==> config.mk <==
export PLATFORM = sky130hd
export DESIGN_NAME = instr_fetch_unit
export DESIGN_NICKNAME = d
export VERILOG_FILES = /design/src/rtl/instr_fetch_unit.sv
export SDC_FILE = /design/constraint.sdc
export NUM_CORES = 1
export LEC_CHECK = 0
export BUFFER_PORTS_ARGS = -buffer_cell sky130_fd_sc_hd__buf_2
export CELL_PAD_IN_SITES_DETAIL_PLACEMENT = 1
export CELL_PAD_IN_SITES_GLOBAL_PLACEMENT = 1
export CORE_ASPECT_RATIO = 1.4
export CORE_UTILIZATION = 42
export CTS_CLUSTER_SIZE = 12
export DETAILED_ROUTE_END_ITERATION = 7
export PLACE_DENSITY_LB_ADDON = 0.05
export SLEW_MARGIN = 20
export SYNTH_ARGS = -nofsm -noshare
export SYNTH_HDL_FRONTEND = slang
export SYNTH_SLANG_ARGS = --single-unit
==> constraint.sdc <==
create_clock -name Clock -period 4.2 [get_ports Clock]
set_input_delay 0.63 -clock Clock [delete_from_list [all_inputs] [get_ports Clock]]
set_output_delay 0.63 -clock Clock [all_outputs]
set_load 0.05 [all_outputs]
==> src/rtl/instr_fetch_unit.sv <==
// instr_fetch_unit: byte-serial fetch of 16-bit instructions (low byte at PC, high at PC+1) with valid/ack handoff
module instr_fetch_unit #(
  parameter logic [15:0] RESET_PC = 16'h0000,
  parameter int MEM_LATENCY = 1
) (
  input  logic        Clock,
  input  logic        ResetN,
  input  logic        Start,
  input  logic        PcLoad,
  input  logic [15:0] PcLoadValue,
  input  logic        IrAck,
  input  logic [7:0]  MemData,
  output logic        MemRead,
  output logic [15:0] MemAddr,
  output logic [15:0] IR,
  output logic [15:0] PC,
  output logic        IrValid
);
  typedef enum logic [2:0] {IDLE, REQ_LO, WAIT_LO, REQ_HI, WAIT_HI, HOLD} state_t;
  state_t state;
  logic [2:0] cnt;
  logic [15:0] pc_inc;
  logic done;
  assign pc_inc = PC + 16'd1;
  assign done = (cnt + 3'd1) == 3'(MEM_LATENCY);
  // MemRead/MemAddr are registered on entry to the request states
  always_ff @(posedge Clock or negedge ResetN)
    if (!ResetN) begin
      state   <= IDLE;
      cnt     <= '0;
      PC      <= RESET_PC;
      IR      <= '0;
      IrValid <= 1'b0;
      MemRead <= 1'b0;
      MemAddr <= '0;
    end else if (PcLoad) begin
      state   <= IDLE;
      PC      <= PcLoadValue;
      IrValid <= 1'b0;
      MemRead <= 1'b0;
    end else
      case (state)
        IDLE:
          if (Start) begin
            state   <= REQ_LO;
            MemRead <= 1'b1;
            MemAddr <= PC;
          end
        REQ_LO: begin
          state   <= WAIT_LO;
          MemRead <= 1'b0;
          cnt     <= '0;
        end
        WAIT_LO: begin
          cnt <= cnt + 3'd1;
          if (done) begin
            state   <= REQ_HI;
            IR[7:0] <= MemData;
            PC      <= pc_inc;
            MemRead <= 1'b1;
            MemAddr <= pc_inc;
          end
        end
        REQ_HI: begin
          state   <= WAIT_HI;
          MemRead <= 1'b0;
          cnt     <= '0;
        end
        WAIT_HI: begin
          cnt <= cnt + 3'd1;
          if (done) begin
            state    <= HOLD;
            IR[15:8] <= MemData;
            PC       <= pc_inc;
            IrValid  <= 1'b1;
          end
        end
        HOLD:
          if (IrAck) begin
            IrValid <= 1'b0;
            state   <= Start ? REQ_LO : IDLE;
            MemRead <= Start;
            MemAddr <= PC;
          end
        default: state <= IDLE;
      endcase
endmodule

## Word level (Yosys, flattened, before mapping)

Index checks and enable logic that the tools add are counted.

| storage, ports and cells | value |
|---|---|
| register bits | 56 |
| input port bits | 29 |
| output and inout bits | 50 |
| word-level logic and storage cells | 63 |

| cells by class | value |
|---|---|
| add/sub/neg operators | 2 |
| equal/unequal tests | 13 |
| mux-type cells | 22 |
| bitwise logic cells | 1 |
| reductions and logical operators | 17 |

Operator list:

| operator | count |
|---|---|
| $mux W16 | 5 |
| $pmux W16 S3 | 1 |
| $pmux W3 S6 | 1 |
| $add A16 B1 Y16 const B | 1 |
| $mux W3 | 5 |
| $ne A3 B3 Y1 const B | 4 |
| $reduce_and A3 Y1 | 3 |
| $reduce_and A4 Y1 | 2 |
| $mux W1 | 7 |
| $eq A3 B1 Y1 const B | 2 |
| $eq A3 B2 Y1 const B | 2 |
| $eq A3 B3 Y1 const B | 2 |
| $ne A2 B2 Y1 const B | 3 |
| $pmux W3 S2 | 1 |
| $reduce_bool A2 Y1 | 3 |
| $reduce_bool A3 Y1 | 2 |
| $reduce_and A5 Y1 | 1 |
| $reduce_bool A5 Y1 | 1 |
| $pmux W1 S4 | 1 |
| $reduce_and A2 Y1 | 2 |
| $reduce_or A2 Y1 | 2 |
| $add A3 B1 Y3 const B | 1 |
| $logic_not A3 Y1 | 1 |
| $pmux W1 S2 | 1 |
| $not A1 Y1 | 1 |

## Logic depth before layout (Yosys ltp)

| depth | value |
|---|---|
| depth in word-level cells | 5 |
| mapped depth | 8 |
| depth with buffers taken out | 7 |

## Worst setup path after synthesis

OpenSTA, ideal clock, no wires.

| timing path | value |
|---|---|
| path type | register -> register |
| start point | register cnt[0] |
| end point | register PC[13] |
| setup time | 160 ps |
| arrival | 1921 ps |
| data required time | 4040 ps |
| path slack | 2118 ps |
| stages on the path, launching flop included | 7 |
| path buffers | 0 |
| cell sequence | dfrtp_1 > ha_1 > xor2_1 > nor4_2 > nor2_1 > o21ai_0 > o311ai_0 |

| on the way | value |
|---|---|
| longest elaborated chain between the ends | 4 |

Ends and longest elaborated chain:

| item | RTL line | source |
|---|---|---|
| start, declared | 21 | `logic [2:0] cnt;` |
| start signal, assigned | 55 | `cnt <= cnt + 3'd1;` |
| start signal, assigned | 70 | `cnt <= cnt + 3'd1;` |
| $add A3 B1 Y3 | 25 | `assign done = (cnt + 3'd1) == 3'(MEM_LATENCY);` |
| $eq A3 B1 Y1 | 25 |  |
| $reduce_bool A2 Y1 (no source line) | -- |  |
| $reduce_and A2 Y1 (no source line) | -- |  |
| end signal, assigned | 38 | `PC <= PcLoadValue;` |
| end signal, assigned | 59 | `PC <= pc_inc;` |
| end signal, assigned | 74 | `PC <= pc_inc;` |
| end, declared | 16 | `output logic [15:0] PC,` |

Every way passes these cells.
A chain may end at the register's enable or synchronous reset.

## Worst setup path in the final report

| timing path | value |
|---|---|
| start point | register state[1] |
| end point | register IR[2] |

| on the way | value |
|---|---|
| longest elaborated chain between the ends | 2 |

Ends and longest elaborated chain:

| item | RTL line | source |
|---|---|---|
| start, declared | 20 | `state_t state;` |
| start signal, assigned | 81 | `state <= Start ? REQ_LO : IDLE;` |
| $eq A3 B2 Y1 | 42 | `case (state)` |
| $reduce_and A3 Y1 (no source line) | -- |  |
| end signal, assigned | 58 | `IR[7:0] <= MemData;` |
| end, declared | 15 | `output logic [15:0] IR,` |

Every way passes these cells.

==> results.json <==
{
  "status": "completed",
  "cp_num_buf_inv": 0,
  "final_common_cell": "buf_2",
  "reg2reg_to": "IR[2]",
  "drc_errors": 0,
  "grt_max_degree": 39,
  "clk_pin_slew_ns": 0.10,
  "post-route-period-util_pct": 60.02,
  "grt_util_met3_pct": 2.309,
  "slew_headroom_pct": 39.56,
  "synth_top_area_share_pct": 48.46,
  "grt_pass1_vias": 2560,
  "finalHoldViolations": 0,
  "syn-num-nets": 335,
  "io_buffers": 78,
  "placed_area_um2": 3321,
  "grt_overflow": 0,
  "insertedDiodeCount": 0,
  "critical-path-top-delay-family": "simple AND/OR/NAND/NOR gates",
  "cts_hold_buf": 0,
  "endpoint_kind": "flip-flop",
  "stdcell_count": 463,
  "p_total_mw": 2.435,
  "clk_path_buf_depth": 2,
  "path_cells": "nand2b_1 > nor2_1 > nand2_1 > mux2_2",
  "start_kind": "flip-flop",
  "die_height_um": 100.2,
  "numClockSinks": 56,
  "antenna_found_initial": 0,
  "ys_top_cells_by_area": "dfrtp_1, o21ai_0, nand2_1, mux2_2, xor2_1",
  "met1_usage_pct": 27.55,
  "worstSkewPairLatency_ns": 0.31,
  "rr_startpoint": "state[1]",
  "cp_max_fo": 13,
  "synthArstFlopShare_pct": 100.0,
  "ys_types": 43,
  "p_per_area_nw_per_um2": 711.2,
  "core_area_um2": 6613,
  "syn_area_per_cell_um2": 9.543,
  "die_area_um2": 7225,
  "fin_skew_ns": 0.009482,
  "cp-startpoint": "state[1]",
  "cts_resized": 0,
  "grt-busiest-layer": "met2",
  "drt_iter0_markers": 67,
  "layout.nets": 402,
  "vias": 2442,
  "rsz0062_at_grt": "false",
  "worst_slew_pin_slew_ns": 0.9032,
  "critPathRequiredTime_ns": 4.40,
  "grt_pass1_wl_um": 12340,
  "reg2regPathDepth": 4,
  "numPlacedInstances": 455,
  "grt_use_met2_pct": 38.89,
  "cts_tree": "built",
  "slowest_delay_ns": 0.72,
  "ctsRootBufferMaster": "clkbuf_8",
  "ff2ff_setup_slack_ns": 1.68,
  "post_cts_buffers": 0,
  "p_leak_nw": 1.575,
  "final_area_um2": 3425,
  "hold_class": "input port to async pin",
  "syn_inst": 303,
  "synth-seq-cells": 56,
  "drt_pass1_iterations": 4,
  "min_period_ns": 2.521,
  "detailed_place_hpwl_um": 5421,
  "tns_ns": 0,
  "via_per_inst": 5.274,
  "cap_violations": 0,
  "syn_to_final_growth_pct": 18.43,
  "synth_warnings": 0,
  "cts_max_level": 2,
  "die_x_um": 72.13,
  "drt-wirelength-per-cell_um": 15.72,
  "start_util_pct": 43.73,
  "synth_area_um2": 2892,
  "ir_worst_vdd_v": 0.0002979,
  "ant_nets": 0,
  "critical_path_class": "flip-flop to flip-flop",
  "synth-seq-area-share_pct": 48.46,
  "slowest_stage": "nor2_1",
  "cp.arrival_ns": 2.72,
  "finalWirelength_um": 7278,
  "timing.hold.ws_ns": 0.2528,
  "cts_buffers": 5,
  "num_rows": 35,
  "gp_congestion": 0.8135,
  "io-pin-count": 79,
  "track_usage_pct": 21.85,
  "synth_edf_count": 0,
  "drive_above_1_share_pct": 29.11,
  "yosys.area.top_type": "dfrtp_1",
  "synth_flop_cell": "dfrtp_1",
  "finalSetupViolations": 0,
  "final_cell_mix": "buf_2, dfrtp_1, nand2_1",
  "slew_violations": 0,
  "clock.fmax_mhz": 396.7
}
==> flip-flops by register name (all words and copies together) (netlist names) <==
| name | count |
|---|---|
| PC | 16 |
| state | 3 |
| MemRead | 1 |
| IrValid | 1 |
| cnt | 3 |
| IR | 16 |
| MemAddr | 16 |
==> worst register-to-register path, cell delays in order (launching register included) <==
cell and delay (ns):
dfrtp_1 0.64, nand2b_1 0.18, nor2_1 0.72, nand2_1 0.47, mux2_2 0.41
==> cells by family after synthesis <==
logic type / synth area share, %
AO/OA/AOI/OAI: 13.50
XOR/XNOR: 8.135
adder cells (fa/ha/maj): 1.298
buffers and inverters: 3.548
flip-flops: 48.46
multiplexers: 6.923
AND/OR/NAND/NOR: 18.13
==> Yosys cell counts (2+ instances only) <==
library cell and n:
nand4_1 6, o311ai_1 2, nor2b_1 3, nand2b_1 3, a21oi_1 9, o21ai_0 41
buf_1 3, nor4_1 3, nor2_1 13, buf_6 2, mux2i_1 2, nor3_1 5
mux2_2 16, clkbuf_1 13, xnor2_1 7, and3_1 2, a31oi_1 4, o311ai_0 4
inv_1 4, dfrtp_1 56, ha_1 3, nand3_1 11, xor2_1 18, nand3b_1 2
nand2_1 53
==> metal layers <==
layer / vias up / part of all wire (%)
li1: 1193 / -
met1: 1189 / 44
met2: 53 / 52
met3: 7 / 2.9
met4: 0 / 1.3
met5: - / 0
==> stage by stage <==
step	utilization (%)	setup WS, ns
2_1_floorplan	-	2.118
5_1_grt	51.79	1.475
6_report	51.79	1.679
4_1_cts	51.54	1.540
3_3_place_gp	50.22	1.719
3_5_place_dp	50.22	1.547
==> power breakdown <==
part	switching (mW)	leakage [nW]	internal [mW]	total (mW)
clock	0.175	0.0479	0.117	0.291
combinational	0.919	0.815	0.330	1.25
sequential	0.174	0.712	0.722	0.896
total	1.27	1.57	1.17	2.44
==> worst max path at each step <==
stage | endpoint | cells past startpoint
floorplan | PC[13] | 6
global placement | IR[5] | 4
detailed placement | PC[10] | 6
CTS | PC[10] | 6
global route | IR[4] | 4
finish | IR[2] | 4
==> cell type report <==
type                    count  area [um2]
clock inverters             3       18.77
repair buffers             79       397.9
inverters                   4       15.01
fillers                   810        3188
multi-input cells         224        1408
well taps                  92       115.1
flip-flops and latches     56        1401
clock buffers               5       68.82
Note: power is estimated with default switching activity, not from simulation.
